**src/rtl/cc_random_selector_pkg.sv**
```systemverilog
`default_nettype none
// ============================================================================
// Module      : cc_random_selector_pkg
// Description : Shared encodings for the random row selector: mode values,
//               FSM state values and the maximal-length LFSR tap table.
// Revision    : 1.0  initial release
// ============================================================================
package cc_random_selector_pkg;

    // Mode select encodings
    localparam logic [1:0] MODE_RANDOM = 2'd0;
    localparam logic [1:0] MODE_NADA   = 2'd1;
    localparam logic [1:0] MODE_MIX    = 2'd2;
    localparam logic [1:0] MODE_HOLD   = 2'd3;

    // FSM state encodings
    localparam int         STATE_W = 2;
    localparam logic [1:0] ST_IDLE = 2'd0;
    localparam logic [1:0] ST_SEL  = 2'd1;
    localparam logic [1:0] ST_WAIT = 2'd2;

    // Maximal-length Fibonacci tap masks (bit i set = register bit i feeds
    // the XOR). Width 8 uses bits 7,5,4,3 for a period of 255.
    function automatic logic [15:0] lfsr_taps(input int width);
        logic [15:0] taps;
        case (width)
            4:       taps = 16'h000C;
            5:       taps = 16'h0014;
            6:       taps = 16'h0030;
            7:       taps = 16'h0060;
            8:       taps = 16'h00B8;
            9:       taps = 16'h0110;
            10:      taps = 16'h0240;
            11:      taps = 16'h0500;
            12:      taps = 16'h0829;
            13:      taps = 16'h100D;
            14:      taps = 16'h2015;
            15:      taps = 16'h6000;
            16:      taps = 16'hD008;
            default: taps = 16'h0000;
        endcase
        return taps;
    endfunction

endpackage
`default_nettype wire

```
**src/rtl/cc_lfsr.sv**
```systemverilog
`default_nettype none
// ============================================================================
// Module      : cc_lfsr
// Description : Fibonacci LFSR, shift left, feedback into bit 0. Seed load
//               has priority over advance; a zero seed falls back to SEED.
// Revision    : 1.0  initial release
// ============================================================================
module cc_lfsr
    import cc_random_selector_pkg::*;
#(
    parameter int               WIDTH = 8,
    parameter logic [WIDTH-1:0] SEED  = WIDTH'(8'hA5)
) (
    input  logic             clk_i,
    input  logic             rst_ni,
    input  logic             load_i,
    input  logic [WIDTH-1:0] seed_i,
    input  logic             advance_i,
    output logic [WIDTH-1:0] value_o
);

    localparam logic [15:0]      TAPS_ALL = lfsr_taps(WIDTH);
    localparam logic [WIDTH-1:0] TAPS     = TAPS_ALL[WIDTH-1:0];

    logic [WIDTH-1:0] lfsr_q;
    logic [WIDTH-1:0] lfsr_d;
    logic             w_feedback;

    assign w_feedback = ^(lfsr_q & TAPS);

    // Next LFSR value: load beats advance; the all-zero lock-up state is
    // never allowed to be entered.
    always_comb begin
        lfsr_d = lfsr_q;
        if (load_i) begin
            lfsr_d = (seed_i == '0) ? SEED : seed_i;
        end else if (advance_i) begin
            lfsr_d = {lfsr_q[WIDTH-2:0], w_feedback};
        end
        if (lfsr_d == '0) begin
            lfsr_d = SEED;
        end
    end

    // LFSR register with synchronous active-low reset to the seed
    always_ff @(posedge clk_i) begin
        if (!rst_ni) begin
            lfsr_q <= SEED;
        end else begin
            lfsr_q <= lfsr_d;
        end
    end

    assign value_o = lfsr_q;

endmodule
`default_nettype wire

```
**src/rtl/cc_random_selector.sv**
```systemverilog
`default_nettype none
// ============================================================================
// Module      : cc_random_selector
// Description : Request/ready row-word generator. A request in IDLE advances
//               the LFSR, SEL latches the mode-selected word and bit, WAIT
//               holds them valid until the consumer accepts.
// Revision    : 1.0  initial release
// ============================================================================
module cc_random_selector
    import cc_random_selector_pkg::*;
#(
    parameter int                      RS_DATAWIDTH   = 8,
    parameter int                      RS_SELECTWIDTH = 2,
    parameter logic [RS_DATAWIDTH-1:0] RS_SEED        = RS_DATAWIDTH'(8'hA5)
) (
    input  logic                            CC_RANDSEL_CLOCK_50,
    input  logic                            CC_RANDSEL_RESET_InLow,
    input  logic [RS_SELECTWIDTH-1:0]       CC_RANDSEL_select_InBUS,
    input  logic [RS_DATAWIDTH-1:0]         CC_RANDSEL_NADA_InBUS,
    input  logic [$clog2(RS_DATAWIDTH)-1:0] CC_RANDSEL_bitIndex_InBUS,
    input  logic                            CC_RANDSEL_seedLoad_In,
    input  logic [RS_DATAWIDTH-1:0]         CC_RANDSEL_seed_InBUS,
    input  logic                            CC_RANDSEL_request_In,
    input  logic                            CC_RANDSEL_ready_In,
    output logic [RS_DATAWIDTH-1:0]         CC_RANDSEL_RANDOM_OutBUS,
    output logic                            CC_RANDSEL_bit_Out,
    output logic                            CC_RANDSEL_valid_Out
);

    logic [STATE_W-1:0]      state_q;
    logic [STATE_W-1:0]      state_d;
    logic [RS_DATAWIDTH-1:0] word_q;
    logic [RS_DATAWIDTH-1:0] word_d;
    logic                    bit_q;
    logic                    bit_d;
    logic                    valid_q;
    logic                    valid_d;

    logic [RS_DATAWIDTH-1:0] w_lfsr;
    logic [RS_DATAWIDTH-1:0] w_sel_word;
    logic                    w_sel_bit;
    logic                    w_advance;

    // Only a request seen in IDLE steps the generator
    assign w_advance = (state_q == ST_IDLE) && CC_RANDSEL_request_In;

    cc_lfsr #(
        .WIDTH (RS_DATAWIDTH),
        .SEED  (RS_SEED)
    ) u_lfsr (
        .clk_i     (CC_RANDSEL_CLOCK_50),
        .rst_ni    (CC_RANDSEL_RESET_InLow),
        .load_i    (CC_RANDSEL_seedLoad_In),
        .seed_i    (CC_RANDSEL_seed_InBUS),
        .advance_i (w_advance),
        .value_o   (w_lfsr)
    );

    // Candidate word and bit for the SEL state; out-of-range index reads 0
    always_comb begin
        case (CC_RANDSEL_select_InBUS)
            RS_SELECTWIDTH'(MODE_RANDOM): w_sel_word = w_lfsr;
            RS_SELECTWIDTH'(MODE_NADA):   w_sel_word = CC_RANDSEL_NADA_InBUS;
            RS_SELECTWIDTH'(MODE_MIX):    w_sel_word = w_lfsr & CC_RANDSEL_NADA_InBUS;
            default:                      w_sel_word = word_q;
        endcase
        w_sel_bit = 1'b0;
        if (int'(CC_RANDSEL_bitIndex_InBUS) < RS_DATAWIDTH) begin
            w_sel_bit = w_sel_word[CC_RANDSEL_bitIndex_InBUS];
        end
    end

    // FSM state register
    always_ff @(posedge CC_RANDSEL_CLOCK_50) begin
        if (!CC_RANDSEL_RESET_InLow) begin
            state_q <= ST_IDLE;
        end else begin
            state_q <= state_d;
        end
    end

    // FSM next-state logic
    always_comb begin
        state_d = state_q;
        case (state_q)
            ST_IDLE: if (CC_RANDSEL_request_In) state_d = ST_SEL;
            ST_SEL:  state_d = ST_WAIT;
            ST_WAIT: if (CC_RANDSEL_ready_In) state_d = ST_IDLE;
            default: state_d = ST_IDLE;
        endcase
    end

    // FSM output logic: load in SEL, hold in WAIT until accepted
    always_comb begin
        word_d  = word_q;
        bit_d   = bit_q;
        valid_d = valid_q;
        case (state_q)
            ST_SEL: begin
                word_d  = w_sel_word;
                bit_d   = w_sel_bit;
                valid_d = 1'b1;
            end
            ST_WAIT: if (CC_RANDSEL_ready_In) valid_d = 1'b0;
            default: valid_d = 1'b0;
        endcase
    end

    // Registered outputs
    always_ff @(posedge CC_RANDSEL_CLOCK_50) begin
        if (!CC_RANDSEL_RESET_InLow) begin
            word_q  <= '0;
            bit_q   <= 1'b0;
            valid_q <= 1'b0;
        end else begin
            word_q  <= word_d;
            bit_q   <= bit_d;
            valid_q <= valid_d;
        end
    end

    assign CC_RANDSEL_RANDOM_OutBUS = word_q;
    assign CC_RANDSEL_bit_Out       = bit_q;
    assign CC_RANDSEL_valid_Out     = valid_q;

endmodule
`default_nettype wire
```
**config.mk**
```make
export PLATFORM = sky130hd
export DESIGN_NAME = cc_random_selector
export DESIGN_NICKNAME = d
export VERILOG_FILES = /design/src/rtl/cc_random_selector_pkg.sv /design/src/rtl/cc_lfsr.sv /design/src/rtl/cc_random_selector.sv
export SDC_FILE = /design/constraint.sdc
export NUM_CORES = 1
export LEC_CHECK = 0
export BUFFER_PORTS_ARGS = -buffer_cell sky130_fd_sc_hd__buf_2
export CORE_ASPECT_RATIO = 1.4
export CORE_MARGIN = 2
export CORE_UTILIZATION = 40
export DETAILED_ROUTE_END_ITERATION = 12
export PLACE_DENSITY = 0.66
export SYNTH_ARGS = -nofsm -noshare
export SYNTH_HDL_FRONTEND = slang
export SYNTH_SLANG_ARGS = --single-unit
```
**constraint.sdc**
```tcl
create_clock -name CC_RANDSEL_CLOCK_50 -period 2.3 [get_ports CC_RANDSEL_CLOCK_50]
set_input_delay 0.46 -clock CC_RANDSEL_CLOCK_50 [delete_from_list [all_inputs] [get_ports CC_RANDSEL_CLOCK_50]]
set_output_delay 0.46 -clock CC_RANDSEL_CLOCK_50 [all_outputs]
set_load 0.005 [all_outputs]
```
Yosys cells after proc, flatten, opt, wreduce, memory -nomap -nowiden
Cells that the tools add are included.
{"block": "word_totals", "word_cells": 33, "reg_bits": 20, "inputBits": 26, "output_inout_bits": 10}
{"block": "op_classes", "eq_ne": 6, "reduce_logical": 8, "bitwise": 2, "n_lt_le_gt_ge": 1, "muxes": 11}
{"op": "2-to-1 mux 8 bit", "count": 3}
{"op": "case mux 8 bit (3 select lines)", "count": 1}
{"op": "zero test 8 bit", "count": 2}
{"op": "AND 8 bit", "count": 1}
{"op": "parity 8 bit", "count": 1}
{"op": "case mux 2 bit (3 select lines)", "count": 1}
{"op": "equality test 2 x 1 -> 1 bit (second input constant)", "count": 2}
{"op": "equality test 2 bit (second input constant)", "count": 2}
{"op": "zero test 2 bit", "count": 2}
{"op": "< comparator 3 x 4 -> 1 bit (second input constant)", "count": 1}
{"op": "2-to-1 mux 2 bit", "count": 2}
{"op": "inequality test 2 bit (second input constant)", "count": 2}
{"op": "binary-select mux 1 bit (select 3 bit)", "count": 1}
{"op": "2-to-1 mux 1 bit", "count": 2}
{"op": "case mux 1 bit (2 select lines)", "count": 1}
{"op": "AND reduction 2 bit", "count": 1}
{"op": "OR reduction 2 bit", "count": 1}
{"op": "logical AND 1 bit", "count": 1}
{"op": "NOT 1 bit", "count": 1}

Longest topological paths before layout
{"block": "logic_depth", "word_depth": 6, "ltp_mapped": 7, "ltp_nobuf": 5}

Modules after synthesis
From an unflattened synthesis, not the netlist that was laid out.
{"block": "unflattened", "hier_cells": 147, "hier_area_um2": 1383.8}
{"module": "cc_random_selector", "area_per_inst_um2": 827.0, "n_inst": 1, "cells_each": 95, "seq_area_each_um2": 240.2}
{"module": "cc_lfsr", "area_per_inst_um2": 556.8, "n_inst": 1, "cells_each": 52, "seq_area_each_um2": 160.2}

Worst setup path after synthesis
Ideal clock, no wire load.
{"block": "synth_timing", "path_type": "input-to-reg", "start": "input CC_RANDSEL_request_In", "end": "register u_lfsr.lfsr_q[0] (netlist: u_lfsr.value_o[0])", "path_buffers": 0, "stages": 5, "t_arrival_ps": 1726, "setup_slack_ps": 481, "setup_ps": 93, "required_time_ps": 2207, "cell_sequence": "or3b_2 > mux2i_1 > a211oi_2 > nand4_2 > o311ai_2"}
{"block": "synth_via", "elab_chain_len": 5}
{"item": "start: declaration", "line": "cc_random_selector.sv:23", "rtl": "input logic CC_RANDSEL_request_In,"}
{"item": "logical AND 1 bit *", "line": "cc_random_selector.sv:45", "rtl": "assign w_advance = (state_q == ST_IDLE) && CC_RANDSEL_request_In;"}
{"item": "2-to-1 mux 8 bit *", "line": "cc_lfsr.sv:37", "rtl": "end else if (advance_i) begin"}
{"item": "2-to-1 mux 8 bit *", "line": "cc_lfsr.sv:35", "rtl": "if (load_i) begin"}
{"item": "zero test 8 bit", "line": "cc_lfsr.sv:40", "rtl": "if (lfsr_d == '0) begin"}
{"item": "OR reduction 2 bit (no source line)"}
{"item": "end signal: assignment", "line": "cc_lfsr.sv:50", "rtl": "lfsr_q <= lfsr_d;"}
{"item": "end: declaration", "line": "cc_lfsr.sv:25", "rtl": "logic [WIDTH-1:0] lfsr_q;"}
Mark *: on every way between the ends. The rest lies on a longest branch, timed or not.
A chain may end at the register's enable or synchronous reset.

Worst setup path in the final report
{"block": "layout_timing", "start": "register state_q[0]", "end": "register u_lfsr.lfsr_q[5] (netlist: u_lfsr.value_o[5])"}
{"block": "layout_via", "elab_chain_len": 6}
{"item": "start: declaration", "line": "cc_random_selector.sv:30", "rtl": "logic [STATE_W-1:0] state_q;"}
{"item": "start signal: assignment", "line": "cc_random_selector.sv:78", "rtl": "state_q <= state_d;"}
{"item": "zero test 2 bit *", "line": "cc_random_selector.sv:45"}
{"item": "logical AND 1 bit *", "line": "cc_random_selector.sv:45"}
{"item": "2-to-1 mux 8 bit *", "line": "cc_lfsr.sv:37"}
{"item": "2-to-1 mux 8 bit *", "line": "cc_lfsr.sv:35"}
{"item": "zero test 8 bit", "line": "cc_lfsr.sv:40"}
{"item": "OR reduction 2 bit (no source line)"}
Marked as above.

==> impl_metrics.tcl <==
set metrics [dict create \
    post_synth.cell_area_avg_um2 8.322 \
    detailed_route_via_count 1227 \
    gp_weighted_congestion 0.8005 \
    pd_cells_mw_per_mm2 566.3 \
    postRouteWirelength_mm 3.192 \
    outcome "finished, final reports clean" \
    seq_area_frac_synth 0.3104 \
    clock_tree_from_tritoncts "yes" \
    skew_ns 0.001581 \
    detailedPlacementHpwl_mm 2.522 \
    post-route-period-util 0.8114 \
    instances_no_fill 226 \
    mostFrequentLayoutCells "sky130_fd_sc_hd__buf_2 (35), sky130_fd_sc_hd__dfxtp_1 (20), sky130_fd_sc_hd__nand2_1 (19)" \
    most_frequent_standard_cell_in_the_layout_excluding_fill_and_tap_cells "sky130_fd_sc_hd__buf_2" \
    fp.dieArea_mm2 0.003702 \
    layout-drive-gt1-share 0.2834 \
    start_util 0.4171 \
    port_buffers 35 \
    cts_repair_resize_count 0 \
    antennaDiodeCount 0 \
    die-height_um 71.20 \
    combinationalPowerShare 0.243 \
    place.detailed.instances 222 \
    clock_tree.htree_level_count 1 \
    antenna_found_initial 0 \
    setup_crit_path_kind "flop to flop" \
    synth_net_count 181 \
    timing.final.setup_violations 0 \
    yosys_warnings 0 \
    yosys_register_bits 20 \
    end_kind "flop" \
    fp-row-count 24 \
    track_usage 0.1863 \
    coreArea_mm2 0.003093 \
    grt_pass1_vias 1207 \
    worst_ir_drop_vdd_mv 0.2763 \
    chipWidth_um 52.00 \
    finalCoreUtilization 0.4956 \
    final.setup.tns_ns 0 \
    io_pins 36 \
    cts.reportedPaths.clkPinSlew_ns 0.07 \
    setup_slack_ns 0.4337 \
    critical_path.max_stage_delay_ns 0.55 \
    syn2layout_area_growth_pct 18.82 \
    post_synth_instance_area_mm2 0.001290 \
    crit_path_cell_trace "or3b_2 > mux2i_1 > a211oi_2 > nand4_2 > o311ai_1" \
    tritoncts_num_sinks 20 \
    post_syn_instances 155 \
    post_synth_num_cell_types 42 \
    ant_nets 0 \
    hold_viol_final 0 \
    seqPwrFrac 0.450 \
    post-cts-setup-buffer-count 0 \
    synth_flop_cell "sky130_fd_sc_hd__dfxtp_1" \
    pre_cts_ws_ns 0.2115 \
    layout_min_cycle_time_ns 1.866 \
    dr.pass1.iters 4 \
    critPathMaxFanout 5 \
    swShare 0.2846 \
    p_leak_nw 0.6809 \
    grt_overflow 0 \
    synth_async_sr_flop_share 0 \
    p_clk_frac 0.307 \
    internal_power_mw 0.6210 \
    cp-start-kind "flop" \
    maxCapViolCount 0 \
    timing.slew.headroom 0.5307 \
    drtIter0Drc 34 \
    drt-wirelength-per-cell_um 14.12 \
    fin_nets 214 \
    arrival_ns 2.03 \
    drc_errors 0 \
    vias_per_cell 5.429 \
    hold_path_class "input pin to flop" \
    switching_power_mw 0.2470 \
    critical_path_required_ns 2.46 \
    cts.path.max_buffers 2 \
    clock_latency_ns 0.25 \
    grt_start_max_net_pins 22 \
    final-max-slew-violation-count 0 \
    root_buffer "sky130_fd_sc_hd__clkbuf_8" \
    cp_slowest_cell "sky130_fd_sc_hd__or3b_2" \
    cts-buffers-inserted 3 \
    rsz0062_at_grt "no" \
    worst_slew_pin_slew_ns 0.7025 \
    post_synth_edffs 0 \
    hold_buffers 0 \
    grt_pass1_wl_mm 5.326 \
    clock.fmax_mhz 535.8 \
]
-- kinds of logic after synthesis --
kind of cell,synth area share
and+or+nand+nor,0.2406
AOI/OAI and AO/OA,0.2231
DFF,0.3104
muxes,0.1358
xor gates and xnor gates,0.02716
buffers and inverters,0.06305
-- power by group through the flow --
| stage | sequential [mW] | clock, mW | combinational (mW) |
|---|---|---|---|
| final | 0.391 | 0.266 | 0.211 |
| after global routing | 0.394 | 0.289 | 0.235 |
| after CTS | 0.391 | 0.273 | 0.211 |
| after detailed placement | 0.399 | 0 | 0.210 |
| after global placement | 0.397 | 0 | 0.203 |
| after floorplan | 0.393 | 0 | 0.149 |
-- worst max-delay path: cells and delay by family, from the launching register on --
| family | cells | cell delay (ns) |
|---|---|---|
| flip-flops | 1 | 0.36 |
| AO/OA/AOI/OAI | 2 | 0.51 |
| AND/OR/NAND/NOR | 2 | 0.73 |
| multiplexers | 1 | 0.18 |
-- metrics by stage --
step	hold slack, ns	cell area [µm²]	power (mW)
2_1_floorplan	0.4605	1290	0.5423
3_3_place_gp	0.4460	1478	0.6005
3_5_place_dp	0.4680	1478	0.6094
4_1_cts	0.4608	1533	0.8748
5_1_grt	0.4598	1533	0.9179
6_report	0.4698	1533	0.8680
-- cell usage after synthesis (2+ instances only) --
| master | number | share of area |
|---|---|---|
| sky130_fd_sc_hd__mux2i_1 | 13 | 0.10 |
| sky130_fd_sc_hd__mux2_2 | 2 | 0.017 |
| sky130_fd_sc_hd__nor2b_1 | 2 | 0.0097 |
| sky130_fd_sc_hd__nor2_1 | 17 | 0.049 |
| sky130_fd_sc_hd__clkbuf_1 | 3 | 0.0087 |
| sky130_fd_sc_hd__and3_1 | 3 | 0.015 |
| sky130_fd_sc_hd__nand2_1 | 19 | 0.055 |
| sky130_fd_sc_hd__inv_1 | 10 | 0.029 |
| sky130_fd_sc_hd__o21ai_0 | 4 | 0.016 |
| sky130_fd_sc_hd__nor4_1 | 2 | 0.0097 |
| sky130_fd_sc_hd__nand2b_1 | 6 | 0.029 |
| sky130_fd_sc_hd__buf_2 | 2 | 0.0078 |
| sky130_fd_sc_hd__a221oi_1 | 7 | 0.048 |
| sky130_fd_sc_hd__xnor2_1 | 3 | 0.020 |
| sky130_fd_sc_hd__or4_1 | 2 | 0.012 |
| sky130_fd_sc_hd__dfxtp_1 | 20 | 0.31 |
| sky130_fd_sc_hd__o21a_1 | 3 | 0.017 |
| sky130_fd_sc_hd__or3b_2 | 2 | 0.014 |
| sky130_fd_sc_hd__a21oi_1 | 12 | 0.047 |
-- path summary, 6_finish.rpt --
check,from,end,slack (ns),cells after the start
hold / removal,CC_RANDSEL_RESET_InLow,u_lfsr.value_o[0]$_SDFF_PP1_,0.47,2
setup / recovery,state_q[0]$_SDFFE_PN0P_,u_lfsr.value_o[5]$_SDFF_PP1_,0.43,5
hold reg to reg,CC_RANDSEL_RANDOM_OutBUS[7]$_SDFFE_PN0P_,CC_RANDSEL_RANDOM_OutBUS[7]$_SDFFE_PN0P_,0.47,2
setup reg to reg,state_q[0]$_SDFFE_PN0P_,u_lfsr.value_o[5]$_SDFF_PP1_,0.43,5
-- area by class of cell --
| class | instances | area, µm² |
|---|---|---|
| clock buffers | 4 | 55.05 |
| fillers | 324 | 1560 |
| inverters | 10 | 37.54 |
| multi-input cells | 117 | 808.3 |
| flip-flops and latches | 20 | 400.4 |
| well taps | 39 | 48.80 |
| repair buffers | 36 | 182.7 |
-- sequential cells by signal, indices dropped and copies added, names as in the netlist --
signal	cells
u_lfsr.value_o	8
CC_RANDSEL_RANDOM_OutBUS	8
CC_RANDSEL_bit_Out	1
CC_RANDSEL_valid_Out	1
state_q	2
-- routing by layer --
metal | track usage | share of wire | up-vias
met5 | 0 | 0 | -
met4 | 0.06140 | 0.011 | 0
met3 | 0.02743 | 0.056 | 4
met2 | 0.3277 | 0.52 | 36
met1 | 0.2256 | 0.42 | 575
li1 | - | - | 612
(Power assumes the default switching activity.)
